$ cat src/rtl/fetch_pkg.sv
// Shared types and constants for the RV32I instruction fetch unit.
package fetch_pkg;

   localparam int unsigned XLEN        = 32;
   localparam int unsigned INSTR_BYTES = 4;

   typedef enum logic [2:0] {
      IDLE,
      REQ,
      DRAIN,
      HOLD,
      ERR
   } fetch_state_t;

   function automatic logic is_aligned(input logic [XLEN-1:0] addr);
      return addr[$clog2(INSTR_BYTES)-1:0] == '0;
   endfunction

endpackage

$ cat src/rtl/fetch_timer.sv
// Request watchdog: clears on launch, counts stalled REQ/DRAIN cycles,
// flags the last allowed cycle through tc.
module fetch_timer #(
   parameter int unsigned TIMEOUT_CYCLES = 16
) (
   input  logic clk,
   input  logic clr,
   input  logic clear,
   input  logic count_en,
   output logic tc
);

   localparam int unsigned W = $clog2(TIMEOUT_CYCLES + 1);

   logic [W-1:0] count_q;

   always_ff @(posedge clk or negedge clr) begin
      if (!clr)          count_q <= '0;
      else if (clear)    count_q <= '0;
      else if (count_en) count_q <= count_q + W'(1);
   end

   // Asserted on the TIMEOUT_CYCLES-th consecutive cycle without an ack.
   assign tc = count_en && (count_q == W'(TIMEOUT_CYCLES - 1));

endmodule

$ cat src/rtl/instr_fetch.sv
// Instruction fetch unit between pc and decode; one word read per instruction.
// Optional request timeout watchdog enabled by defining FETCH_TIMEOUT_EN.
module instr_fetch
   import fetch_pkg::*;
#(
   parameter int unsigned TIMEOUT_CYCLES = 16
) (
   input  logic            clk,
   input  logic            clr,
   input  logic            en,
   input  logic [XLEN-1:0] pc_val,
   input  logic            flush,
   output logic            pc_inc,
   output logic            fetch_stall,
   output logic            mem_req,
   output logic [XLEN-1:0] mem_addr,
   input  logic            mem_ack,
   input  logic [XLEN-1:0] mem_rdata,
   output logic [XLEN-1:0] instr,
   output logic            instr_valid,
   input  logic            instr_ready,
   output logic            misalign_err,
   output logic            fetch_err
);

   fetch_state_t state_q, state_d;
   logic         launch;
   logic         capture;
   logic         set_mis;
   logic         timeout;

   if (TIMEOUT_CYCLES == 0) begin : g_bad_timeout
      $error("instr_fetch: TIMEOUT_CYCLES must be nonzero");
   end

`ifdef FETCH_TIMEOUT_EN
   fetch_timer #(
      .TIMEOUT_CYCLES(TIMEOUT_CYCLES)
   ) u_timer (
      .clk     (clk),
      .clr     (clr),
      .clear   (launch),
      .count_en(mem_req && !mem_ack),
      .tc      (timeout)
   );

   always_ff @(posedge clk or negedge clr) begin
      if (!clr)        fetch_err <= 1'b0;
      else if (timeout) fetch_err <= 1'b1;
   end
`else
   assign timeout   = 1'b0;
   assign fetch_err = 1'b0;
`endif

   always_ff @(posedge clk or negedge clr) begin
      if (!clr) state_q <= IDLE;
      else      state_q <= state_d;
   end

   always_comb begin
      state_d     = state_q;
      launch      = 1'b0;
      capture     = 1'b0;
      set_mis     = 1'b0;
      mem_req     = 1'b0;
      instr_valid = 1'b0;
      pc_inc      = 1'b0;
      fetch_stall = 1'b0;
      case (state_q)
         IDLE: begin
            if (en && !flush) begin
               if (is_aligned(pc_val)) begin
                  launch  = 1'b1;
                  state_d = REQ;
               end else begin
                  set_mis = 1'b1;
                  state_d = ERR;
               end
            end
         end
         REQ: begin
            mem_req     = 1'b1;
            fetch_stall = 1'b1;
            // An ack on the terminal-count cycle takes priority over timeout.
            if (mem_ack) begin
               capture = !flush;
               state_d = flush ? IDLE : HOLD;
            end else if (timeout) begin
               state_d = ERR;
            end else if (flush) begin
               state_d = DRAIN;
            end
         end
         DRAIN: begin
            mem_req     = 1'b1;
            fetch_stall = 1'b1;
            if (mem_ack)      state_d = IDLE;
            else if (timeout) state_d = ERR;
         end
         HOLD: begin
            instr_valid = 1'b1;
            pc_inc      = instr_ready && !flush;
            fetch_stall = !pc_inc;
            if (pc_inc || flush) state_d = IDLE;
         end
         ERR: begin
            fetch_stall = 1'b1;
         end
         default: state_d = IDLE;
      endcase
   end

   always_ff @(posedge clk or negedge clr) begin
      if (!clr) begin
         mem_addr     <= '0;
         instr        <= '0;
         misalign_err <= 1'b0;
      end else begin
         if (launch)  mem_addr     <= pc_val;
         if (capture) instr        <= mem_rdata;
         if (set_mis) misalign_err <= 1'b1;
      end
   end

endmodule

$ cat config.mk
export PLATFORM = sky130hd
export DESIGN_NAME = instr_fetch
export DESIGN_NICKNAME = d
export VERILOG_FILES = /design/src/rtl/fetch_pkg.sv /design/src/rtl/fetch_timer.sv /design/src/rtl/instr_fetch.sv
export SDC_FILE = /design/constraint.sdc
export NUM_CORES = 1
export LEC_CHECK = 0
export CAP_MARGIN = 10
export CORE_MARGIN = 2
export CORE_UTILIZATION = 36
export CTS_CLUSTER_SIZE = 28
export DETAILED_ROUTE_END_ITERATION = 16
export GPL_ROUTABILITY_DRIVEN = 0
export PLACE_DENSITY_LB_ADDON = 0.25
export RECOVER_POWER = 100
export SYNTH_ARGS = -nofsm -noshare
export SYNTH_HDL_FRONTEND = slang
export SYNTH_SLANG_ARGS = --single-unit
$ cat constraint.sdc
create_clock -name clk -period 1.78 [get_ports clk]
set_input_delay 0.356 -clock clk [delete_from_list [all_inputs] [get_ports clk]]
set_output_delay 0.356 -clock clk [all_outputs]
set_load 0.02 [all_outputs]
==> results.tsv, run 1 <==
metric	value	unit
antenna_left	0	
power_density	1230	mW/mm^2
numCtsBuffers	9	
path_buf_inv	1	
slew_headroom	36.9	%
final-hold-violation-count	0	
grtUsageTotal	16.3	%
slew_viol_final	0	
whs	0.467	ns
clk_pin_slew	0.07	ns
drt-total-wl	6.72	mm
rows	32	
cts_tree	done	
fin_crit_sh	103	%
slowest_delay	0.41	ns
antenna_found_initial	0	
cts_root_buf	clkbuf_8	
vias	1979	
setup_violations	32	
outcome	finished with violations	
nets	399	
wl_per_cell	15.4	um
critPathLaunchType	flip-flop	
setup_ws	-0.0538	ns
cts_max_level	3	
drc	0	
worst_pin_slew	0.947	ns
drv_cap	0	
layout-drive-gt1-share	30.5	%
cp_top_family	simple AND/OR/NAND/NOR gates	
yosysWarnings	0	
grt_overflow	0	
cp_slowest_cell	dfrtp_1	
die_h	92.7	um
layout_common_cells	129 x clkdlybuf4s50_1, 68 x dfrtp_1, 32 x mux2_2, 30 x mux2_4, 11 x clkbuf_8	
multi_input_area	0.00103	sq mm
cp.arrival	2.05	ns
fp.dieW	92.7	um
clockBufferDepth	2	
die-area	0.00860	sq mm
syn_nets	245	
cp_max_fo	17	
numClockSinks	68	
period_needed	1.83	ns
worstHoldPathType	flip-flop to flip-flop	
coreArea	0.00769	sq mm
start_util	36.9	%
io_buffers	138	
grt_pass1_vias	2133	
seq_area	0.00170	sq mm
rsz0062_at_grt	true	
violations	setup timing	
fmax	545	MHz
grt_max_degree	39	
ios	140	
p_leak	2.14	nW
crit_chain	or3b_4 > or3_4 > buf_12 > mux2_4	
n_antenna_cell	0	
area_delta_synth_final	62.9	%
layout_commonest_cell	clkdlybuf4s50_1	
required	2.00	ns
syn_area_per_cell	16.2	sq um
peakVddDrop	0.000745	V
fill_cells	642	
synthCells	175	
hpwlAfterDp	4.71	mm
grt_first_pass_wirelength	10.7	mm
post_synth_num_cell_types	29	
clk_latency	0.33	ns
synth_area	0.00284	sq mm
first_iter_violations	38	
preCtsSetupSlack	-0.548	ns
end_kind	flip-flop	
dr.pass1.iters	4	
finalClockSkew	0.00409	ns
avgViaCountPerCell	4.54	
ys_seq_elements	68	
synth.yosys.seq_area_share	60.0	%
worstSetupPathType	flip-flop to flip-flop	
==> layer usage <==
layer	up-vias	track usage (%)	wire, um
met3	7	7.32	453
met1	989	18.8	2700
li1	916	-	-
met4	0	4.53	97
met2	67	27.3	3470
met5	-	0	0
==> where the power goes <==
group	internal [mW]	switching, mW
clock	0.867	0.579
combinational	1.16	0.922
sequential	1.95	0.206
==> final cells by class <==
class / count / share of cell area, %
clock inverters: 5 / 1.81
repair buffers: 154 / 32.7
inverters: 3 / 0.244
flip-flops and latches: 68 / 36.8
well taps: 102 / 2.76
multi-input cells: 93 / 22.3
clock buffers: 11 / 3.28
==> worst register-to-register path: stages (launching register included) <==
cell	delay (ns)
dfrtp_1	0.41
or3b_4	0.41
or3_4	0.39
buf_12	0.19
mux2_4	0.32
==> what timing repair did <==
| item | 4_1_cts | 5_1_grt |
|---|---|---|
| gates resized for setup | 23 | 5 |
| endpoints found under the setup margin | 67 | 67 |
| cloned | 1 | 0 |
| hold buffers | 1 | 0 |
| endpoints found under the hold margin | 22 | 0 |
| buffers inserted | 0 | 1 |
==> path summary, 6_finish.rpt <==
| check | startpoint | to | slack (ns) | cells past startpoint |
|---|---|---|---|---|
| max reg2reg | state_q[0]$_DFFE_PN0P_ | instr[15]$_DFFE_PN0P_ | -0.05 | 4 |
| min reg2reg | misalign_err$_DFFE_PN0P_ | misalign_err$_DFFE_PN0P_ | 0.47 | 1 |
| max in group asynchronous | clr | mem_addr[6]$_DFFE_PN0P_ | 0.36 | 3 |
| max | state_q[0]$_DFFE_PN0P_ | instr[15]$_DFFE_PN0P_ | -0.05 | 4 |
| min in group asynchronous | clr | instr[5]$_DFFE_PN0P_ | 0.74 | 3 |
| min | misalign_err$_DFFE_PN0P_ | misalign_err$_DFFE_PN0P_ | 0.47 | 1 |
==> metrics by stage <==
step,total power [mW],std cells,util [%],instance area (sq um),setup TNS [ns]
2_1_floorplan,3.16,175,-,2840,-3.35
6_report,5.69,436,60.1,4620,-1.17
3_3_place_gp,4.27,417,56.7,4360,-24.71
5_1_grt,5.99,436,60.1,4620,-2.90
4_1_cts,5.79,435,60.3,4630,-1.09
3_5_place_dp,4.30,417,56.7,4360,-26.39
==> synth_stat cells <==
cell / count / share of area [%]
nor4_1: 1 / 0.22
conb_1: 1 / 0.13
buf_12: 3 / 2.1
dfrtp_1: 68 / 60
and2_1: 2 / 0.44
nand2_1: 1 / 0.13
nor3b_1: 2 / 0.53
buf_6: 3 / 1.2
or2_2: 1 / 0.22
buf_2: 3 / 0.53
buf_4: 1 / 0.26
xnor2_1: 1 / 0.31
a21o_1: 2 / 0.53
o32ai_1: 1 / 0.31
clkbuf_1: 1 / 0.13
mux2_4: 30 / 16
nor2_1: 5 / 0.66
inv_1: 3 / 0.40
or3_1: 1 / 0.22
o22ai_1: 1 / 0.22
nand3b_1: 1 / 0.26
o21ai_0: 3 / 0.53
o21a_1: 2 / 0.53
a21oi_1: 2 / 0.35
or3b_1: 1 / 0.31
o41ai_1: 1 / 0.31
nor2b_1: 1 / 0.22
a32oi_1: 1 / 0.31
mux2_2: 32 / 13
==> kinds of logic after synthesis <==
logic type,share of synthesized area [%]
flip-flops,60.0
multiplexers,28.6
AND/OR/NAND/NOR,3.22
buffers and inverters,4.63
AO/OA/AOI/OAI,3.09
XOR/XNOR,0.309
other,0.132
==> registers in the layout, summed over array words and instances (netlist names) <==
name and cells:
state_q 3, misalign_err 1, mem_addr 32, instr 32
Note: power is estimated with default switching activity, not from simulation.
==> inputs of run 2 (changes only) <==
Settings changed: MAX_ROUTING_LAYER set to met4.
==> run 2 against run 1 <==
  * Final cell count is the same
  * Die area unchanged
  * Fmax about the same
  * Critical path depth stayed put
  * Critical endpoint unchanged
  * Total power grew 0.11%
  * First-iteration DRC count increased by 7.9%
  * Register-to-register slack is essentially flat
  * Global-route usage is 0.45 points higher
  * The run still ends with setup timing left
==> results.tsv, run 2 (synthesized netlist as in run 1, its figures left out) <==
metric	value	unit	change
hpwlAfterDp	4.71	mm	unchanged
top_regs	instr x32, mem_addr x32, state_q x3		
numClockSinks	68		unchanged
final-hold-violation-count	0		unchanged
rsz0062_at_grt	true		
fin_util	60.1	%	unchanged
place_area	0.00436	sq mm	unchanged
io_buffers	138		unchanged
first_iter_violations	41		+7.9%
clockBufferDepth	2		unchanged
wl_per_cell	15.5	um	+0.54%
peakVddDrop	0.000744	V	about the same
r2r-end	instr[15]$_DFFE_PN0P_		
drt-total-wl	6.76	mm	+0.54%
antenna_found_initial	0		unchanged
preCtsSetupSlack	-0.548	ns	unchanged
clk_latency	0.34	ns	about the same
finalClockSkew	0.00362	ns	-0.000475 ns
critPathCapture	instr[15]$_DFFE_PN0P_		
drc	0		unchanged
required	2.00	ns	about the same
cp.arrival	2.05	ns	about the same
setup_violations	32		unchanged
power_density	1230	mW/mm^2	+0.11%
fmax	546	MHz	about the same
grtUsageTotal	16.7	%	+0.45 points
cts_tree	done		
die_h	92.7	um	unchanged
r2r_setup_slack	-0.05	ns	about the same
fill_cells	642		unchanged
worst_pin_slew	0.944	ns	-0.00280 ns
avgViaCountPerCell	4.56		+0.51%
dr.pass1.iters	4		unchanged
nets	399		unchanged
reg2reg_from	state_q[0]$_DFFE_PN0P_		
cp_max_fo	17		unchanged
fp.dieW	92.7	um	unchanged
cp-startpoint	state_q[0]$_DFFE_PN0P_		
antenna_left	0		unchanged
violations	setup timing		
fin_crit_sh	103	%	about the same
n_antenna_cell	0		unchanged
outcome	finished with violations		
area_delta_synth_final	62.9	%	unchanged
worstHoldPathType	flip-flop to flip-flop		
grt_max_degree	39		unchanged
drv_cap	0		unchanged
grt_overflow	0		unchanged
ff2ff_path_depth	4		unchanged
period_needed	1.83	ns	-0.000986 ns
p_int	3.98	mW	about the same
p_seq_share	37.9	%	about the same
start_util	36.9	%	unchanged
grt_pass1_vias	2134		+0.047%
ios	140		unchanged
clk_pin_slew	0.07	ns	about the same
cts_max_level	3		unchanged
cts_root_buf	clkbuf_8		
p_sw	1.71	mW	+0.37%
numCtsBuffers	9		unchanged
layout_commonest_cell	clkdlybuf4s50_1		
layout_common_cells	129 x clkdlybuf4s50_1, 68 x dfrtp_1, 32 x mux2_2, 30 x mux2_4, 11 x clkbuf_8		
p_total	5.70	mW	+0.11%
worstSetupPathType	flip-flop to flip-flop		
setup_ws	-0.0528	ns	+0.000986 ns
end_kind	flip-flop		
vias	1989		+0.51%
slew_viol_final	0		unchanged
die-area	0.00860	sq mm	unchanged
p_leak	2.14	nW	unchanged
critPathLaunchType	flip-flop		
coreArea	0.00769	sq mm	unchanged
pwr-share-clk	25.5	%	about the same
dp_cells	417		unchanged
switching_share	30.1	%	+0.079 points
pwr-share-comb	36.6	%	about the same
stdcell_area	0.00462	sq mm	unchanged
layout-drive-gt1-share	30.5	%	unchanged
slew_headroom	37.0	%	+0.19 points
final_cells	436		unchanged
rows	32		unchanged
grt_first_pass_wirelength	10.7	mm	-0.32%
-- run 2: cell counts in the layout (fill, tap and decap cells not counted) --
No cell type changed its count.
-- run 2: worst min-delay path by stage --
stage	startpoint	endpoint	slack (ns)	cells after the start
after floorplan	clr	instr[0]$_DFFE_PN0P_	0.06	0
after global placement	clr	state_q[2]$_DFFE_PN0P_	0.36	2
after detailed placement	clr	state_q[2]$_DFFE_PN0P_	0.37	2
after CTS	flush	state_q[0]$_DFFE_PN0P_	0.47	3
after global routing	flush	state_q[0]$_DFFE_PN0P_	0.49	3
final	misalign_err$_DFFE_PN0P_	misalign_err$_DFFE_PN0P_	0.47	1
-- run 2: layout make-up --
type	instances	area (sq um)	share of cell area, %
inverters	3	11.3	0.244
multi-input cells	93	1030	22.3
repair buffers	154	1510	32.7
well taps	102	128	2.76
clock buffers	11	151	3.28
flip-flops and latches	68	1700	36.8
clock inverters	5	83.8	1.81
-- run 2: power by group through the flow --
| stage | combinational [mW] | clock, mW | sequential [mW] |
|---|---|---|---|
| 2_1_floorplan | 0.486 | 0 | 2.67 |
| 3_3_place_gp | 2.11 | 0 | 2.17 |
| 3_5_place_dp | 2.12 | 0 | 2.18 |
| 4_1_cts | 2.12 | 1.50 | 2.16 |
| 5_1_grt | 2.20 | 1.57 | 2.22 |
| 6_report | 2.08 | 1.45 | 2.16 |
-- run 2: per-layer routing --
metal	track usage [%]	vias up	wire length [um]
met5	-	-	0
met4	4.53	0	136
met3	6.35	10	420
met2	27.4	69	3440
li1	-	916	-
met1	19.4	994	2760
-- run 2: worst max-delay path, cell delays in order (launching register included) --
cell     delay, ns
dfrtp_1       0.41
or3b_4        0.41
or3_4         0.39
buf_12        0.19
mux2_4        0.31
-- run 2: timing repair --
action                                  CTS  global route
endpoints found under the hold margin    22             0
gates cloned                              1             0
resized for setup                        23             5
hold buffers                              1             0
setup buffers                             0             1
pin swaps                                 0             0
endpoints found under the setup margin   67            67
-- run 2: metrics by stage --
stage / hold slack, ns / setup TNS, ns
2_1_floorplan: 0.0604 / -3.35
3_3_place_gp: 0.361 / -24.71
3_5_place_dp: 0.366 / -26.39
4_1_cts: 0.473 / -1.09
5_1_grt: 0.492 / -2.90
6_report: 0.469 / -1.14
